$ cat src/rtl/timer_multi_core.sv
// timer_multi_core: CHANNELS independent compare timers. Each channel has its
// own prescaler, compare/duty shadow registers, restart-on-trigger, a PWM
// output and a sticky match flag. All channels share one prescale value.
//
// state  | meaning
// -------+-----------------------------------------------------------
// IDLE   | channel stopped, counter and prescaler held at 0
// COUNT  | channel running, counter advances on each prescaler tick
module timer_multi_core #(
  parameter int WIDTH           = 32,
  parameter int CHANNELS        = 4,
  parameter int PRESCALER_WIDTH = 8
) (
  input  logic                       clk,
  input  logic                       rst_n,
  input  logic [CHANNELS-1:0]        trigger,
  input  logic [CHANNELS-1:0]        halt,
  input  logic [CHANNELS-1:0]        single_shot,
  input  logic [CHANNELS*WIDTH-1:0]  compare_value,
  input  logic [CHANNELS*WIDTH-1:0]  pwm_duty,
  input  logic [PRESCALER_WIDTH-1:0] prescale_value,
  input  logic [CHANNELS-1:0]        irq_enable,
  input  logic [CHANNELS-1:0]        irq_clear,
  output logic [CHANNELS-1:0]        active,
  output logic [CHANNELS-1:0]        match_occurred,
  output logic [CHANNELS*WIDTH-1:0]  counter,
  output logic [CHANNELS-1:0]        pwm_out,
  output logic [CHANNELS-1:0]        irq_pending,
  output logic                       irq
);

  typedef enum logic {
    S_IDLE  = 1'b0,
    S_COUNT = 1'b1
  } state_e;

  logic [CHANNELS-1:0] pend_q, pend_d;

  for (genvar g = 0; g < CHANNELS; g++) begin : g_ch
    state_e                     state_q, state_d;
    logic                       mode_q, mode_d;
    logic [WIDTH-1:0]           cnt_q, cnt_d;
    logic [WIDTH-1:0]           cmp_q, cmp_d;
    logic [WIDTH-1:0]           duty_q, duty_d;
    logic [PRESCALER_WIDTH-1:0] pcnt_q, pcnt_d;
    logic                       tick;
    logic                       hit;

    assign tick = (state_q == S_COUNT) && (pcnt_q == prescale_value);
    assign hit  = tick && (cnt_q == cmp_q);

    // A match is suppressed when halt or trigger take priority this cycle.
    assign match_occurred[g]          = hit && !halt[g] && !trigger[g];
    assign active[g]                  = (state_q == S_COUNT);
    assign counter[g*WIDTH +: WIDTH]  = cnt_q;
    assign pwm_out[g]                 = (state_q == S_COUNT) && (cnt_q < duty_q);

    // Next-state logic: halt beats trigger beats match beats plain tick.
    // Halt in IDLE only rewrites values that are already 0 there.
    always_comb begin
      state_d = state_q;
      mode_d  = mode_q;
      cnt_d   = cnt_q;
      cmp_d   = cmp_q;
      duty_d  = duty_q;
      pcnt_d  = pcnt_q;
      if (halt[g]) begin
        state_d = S_IDLE;
        cnt_d   = '0;
        pcnt_d  = '0;
      end else if (trigger[g]) begin
        state_d = S_COUNT;
        mode_d  = single_shot[g];
        cmp_d   = compare_value[g*WIDTH +: WIDTH];
        duty_d  = pwm_duty[g*WIDTH +: WIDTH];
        cnt_d   = '0;
        pcnt_d  = '0;
      end else if (state_q == S_COUNT) begin
        if (tick) begin
          pcnt_d = '0;
          if (hit) begin
            cnt_d = '0;
            if (mode_q) begin
              state_d = S_IDLE;
            end else begin
              cmp_d  = compare_value[g*WIDTH +: WIDTH];
              duty_d = pwm_duty[g*WIDTH +: WIDTH];
            end
          end else begin
            cnt_d = cnt_q + WIDTH'(1);
          end
        end else begin
          // Wraps naturally at 2^PRESCALER_WIDTH if prescale_value was lowered.
          pcnt_d = pcnt_q + PRESCALER_WIDTH'(1);
        end
      end
    end

    // Channel state registers.
    always_ff @(posedge clk or negedge rst_n) begin
      if (!rst_n) begin
        state_q <= S_IDLE;
        mode_q  <= 1'b0;
        cnt_q   <= '0;
        cmp_q   <= '0;
        duty_q  <= '0;
        pcnt_q  <= '0;
      end else begin
        state_q <= state_d;
        mode_q  <= mode_d;
        cnt_q   <= cnt_d;
        cmp_q   <= cmp_d;
        duty_q  <= duty_d;
        pcnt_q  <= pcnt_d;
      end
    end
  end

  // Set wins over a coincident clear so a match is never lost.
  assign pend_d      = match_occurred | (pend_q & ~irq_clear);
  assign irq_pending = pend_q;
  assign irq         = |(pend_q & irq_enable);

  // Sticky match flags.
  always_ff @(posedge clk or negedge rst_n) begin
    if (!rst_n) begin
      pend_q <= '0;
    end else begin
      pend_q <= pend_d;
    end
  end

endmodule

$ cat config.mk
export PLATFORM = sky130hd
export DESIGN_NAME = timer_multi_core
export DESIGN_NICKNAME = d
export VERILOG_FILES = /design/src/rtl/timer_multi_core.sv
export SDC_FILE = /design/constraint.sdc
export NUM_CORES = 1
export LEC_CHECK = 0
export CELL_PAD_IN_SITES_DETAIL_PLACEMENT = 1
export CELL_PAD_IN_SITES_GLOBAL_PLACEMENT = 1
export CORE_MARGIN = 2
export CORE_UTILIZATION = 38
export DETAILED_ROUTE_END_ITERATION = 8
export MAX_ROUTING_LAYER = met4
export PLACE_DENSITY_LB_ADDON = 0.12
export SKIP_CTS_REPAIR_TIMING = 1
export SLEW_MARGIN = 0
export SYNTH_ARGS = -nofsm -noshare
export SYNTH_HDL_FRONTEND = slang
export SYNTH_SLANG_ARGS = --single-unit
$ cat constraint.sdc
create_clock -name clk -period 2.26 [get_ports clk]
set_clock_uncertainty 0.05 [all_clocks]
set_input_delay 0.452 -clock clk [delete_from_list [all_inputs] [get_ports clk]]
set_output_delay 0.452 -clock clk [all_outputs]
set_load 0.03 [all_outputs]
==> impl_metrics.py <==
metrics = {
    "synth": {
        "syn_inst": 2127,
        "syn_area_per_cell_um2": 11.0,
        "synth-edff-count": 0,
        "synth_most_common_cell": "dfrtp_1",
        "synth_cell_type_count": 64,
        "synthFlopType": "dfrtp_1",
        "synth_top_area_cell": "dfrtp_1",
        "synth-seq-cells": 428,
        "synth.area.top_cells": "dfrtp_1, mux2_2, ha_1",
        "syn_area_um2": 23400,
        "ys_warn_count": 0,
        "synth_top_area_share_pct": 45.8,
        "synthArstFlopShare_pct": 100,
        "ys_seq_area_share_pct": 45.8,
        "synth_commonest_cells": "dfrtp_1, mux2_2, xnor2_1",
        "synth_fp_nets": 2545,
    },
    "grt": {
        "grt_pass1_wl_um": 122000,
        "antenna_found_initial": 9,
        "grt_max_degree": 110,
        "grt_pass1_vias": 21400,
        "use_met3_pct": 3.44,
        "grtUsageMet2_pct": 42.3,
        "busiest_layer": "met2",
        "grt_overflow_total": 0,
        "track_usage_pct": 25.1,
        "use_met1_pct": 31.4,
    },
    "clocking": {
        "cts_tree": "done",
        "clockBufferDepth": 3,
        "clock_sinks": 428,
        "clock_latency_ps": 610,
        "clk_pin_slew_ps": 60,
        "htreeDepth": 2,
        "cts-root-buf": "clkbuf_16",
        "cts_inserted_buffers": 52,
    },
    "pwr": {
        "irDropWorstVdd_v": 0.000666,
        "power.leakage_nw": 18.8,
        "power.density_nw_per_um2": 571,
    },
    "routing": {
        "viasPerCell": 5.30,
        "post_drt_wl_per_cell_um": 23.1,
        "vias": 20300,
        "dr.pass1.iters": 5,
        "detail_route.wirelength_um": 88400,
        "ant_nets": 0,
        "drc": 0,
        "drt-initial-drc-count": 879,
    },
    "setup_path": {
        "critical_path_peak_fanout": 2,
        "critPathKind": "flip-flop to primary output",
        "crit_path_start": "g_ch[2].duty_q[21]",
        "cp.buffers_inverters": 3,
        "r2r_start": "g_ch[3].cnt_q[17]",
        "crit_path_start_kind": "flip-flop",
        "endpoint_kind": "primary output",
        "required_ps": 1760,
        "critPathArrivalTime_ps": 2800,
        "crit_chain": "inv_1 -> ha_4 -> a21oi_1 -> nor2_1 -> a211oi_1 -> o21ai_2 -> a2111oi_4 -> buf_4 -> o211a_1 -> buf_6",
        "path_delay_family": "compound AO/OA/AOI/OAI gates",
        "max_stage_delay_ps": 390,
        "slowest_stage": "dfrtp_1",
    },
    "die": {
        "fp.dieH_um": 252,
        "dieArea_um2": 63600,
        "die_w_um": 252,
        "initial_utilization_pct": 38.6,
        "io_pins": 431,
        "std_cell_rows": 90,
        "fp.coreArea_um2": 60600,
    },
    "finish": {
        "fin_util_pct": 60.8,
        "area_growth_pct": 57.3,
        "finalNetCount": 3422,
        "layout-drive-gt1-share_pct": 37.1,
    },
    "placed_design": {
        "port_buffers": 430,
        "dpl.hpwl_um": 60300,
        "gp_congestion": 0.873,
    },
    "timing": {
        "slew_viol_final": 0,
        "finalCritPeriodShare_pct": 146,
        "setup_viol": 342,
        "tightestPinTransition_ps": 665,
        "hold_viol_final": 0,
        "setup_ws_ps": -1040,
        "fmax_mhz": 303,
        "fin_crit_ps": 3300,
        "holdWs_ps": 224,
        "timing.slew.headroom_pct": 55.7,
        "rsz0062_at_grt": "true",
    },
    "outcome": {
        "status": "finished with violations",
        "violations": "setup timing",
    },
    "flow_run": {
        "cap_violations": 0,
    },
    "min_path": {
        "hold_class": "primary input to async pin",
    },
}
==> worst paths after layout <==
| path | end | slack, ps | cells after the start |
|---|---|---|---|
| max | pwm_out[2] | -1040 | 10 |
| max in group asynchronous | g_ch[3].cnt_q[21] | 960 | 3 |
| max reg2reg | g_ch[3].cmp_q[12] | -600 | 10 |
| min reg2reg | g_ch[1].duty_q[27] | 450 | 1 |
| min in group clk | irq_pending[1] | 370 | 2 |
| min | g_ch[2].cmp_q[16] | 220 | 2 |
==> kinds of logic after synthesis <==
group                    synth area share (%)
AO/OA/AOI/OAI                            6.31
flip-flops                               45.8
multiplexers                             13.5
XOR/XNOR                                 10.2
buffers and inverters                    3.92
AND/OR/NAND/NOR                          13.2
adder cells (fa/ha/maj)                  7.06
==> final cells by class <==
| cell class | count | area, um^2 |
|---|---|---|
| fill | 6183 | 23800 |
| multi-input combinational | 1478 | 13700 |
| sequential | 428 | 10800 |
| timing repair buffer | 900 | 9110 |
| clock buffer | 85 | 1610 |
| tap | 782 | 978 |
| inverter | 144 | 541 |
| clock inverter | 11 | 80.1 |
| antenna | 9 | 22.5 |
==> metal layers <==
metal	wire, um	share of wire [%]
met3	3470	3.9
met2	45600	52
met4	2500	2.8
met5	0	0
met1	36900	42
==> cell usage in the layout, fill, tap and decap left out, types with 118 or more instances in the layout <==
| master | instances |
|---|---|
| buf_4 | 366 |
| dfrtp_1 | 364 |
| clkdlybuf4s50_1 | 284 |
| inv_1 | 139 |
| mux2_2 | 137 |
| dlymetal6s2s_1 | 136 |
| xnor2_1 | 130 |
| mux2_4 | 124 |
| nor2_1 | 118 |
| ha_1 | 118 |
==> sequential cells by signal, indices dropped and copies added (netlist names) <==
signal	flops
g_ch.cmp_q	128
g_ch.cnt_q	128
g_ch.duty_q	128
g_ch.mode_q	4
g_ch.pcnt_q	32
g_ch.state_q	4
irq_pending	4
==> where the power goes <==
part	leakage, nW	switching, W	internal, W
combinational	12.7	0.00157	0.00217
sequential	5.28	0.000534	0.00837
clock	0.840	0.00346	0.00493
total	18.8	0.00556	0.0155
==> through the flow <==
step	total power, W	cell area [um^2]	TNS, ps	std cells	setup slack [ps]
6_report	0.0210	36800	-110650	3837	-1040
2_1_floorplan	0.0107	24000	-17100	2127	-200
3_3_place_gp	0.0120	31800	-252320	3627	-819
5_1_grt	0.0218	36800	-143130	3837	-1140
4_1_cts	0.0206	33500	-125510	3723	-1260
3_5_place_dp	0.0122	31800	-258890	3627	-870
(Power assumes the default switching activity.)
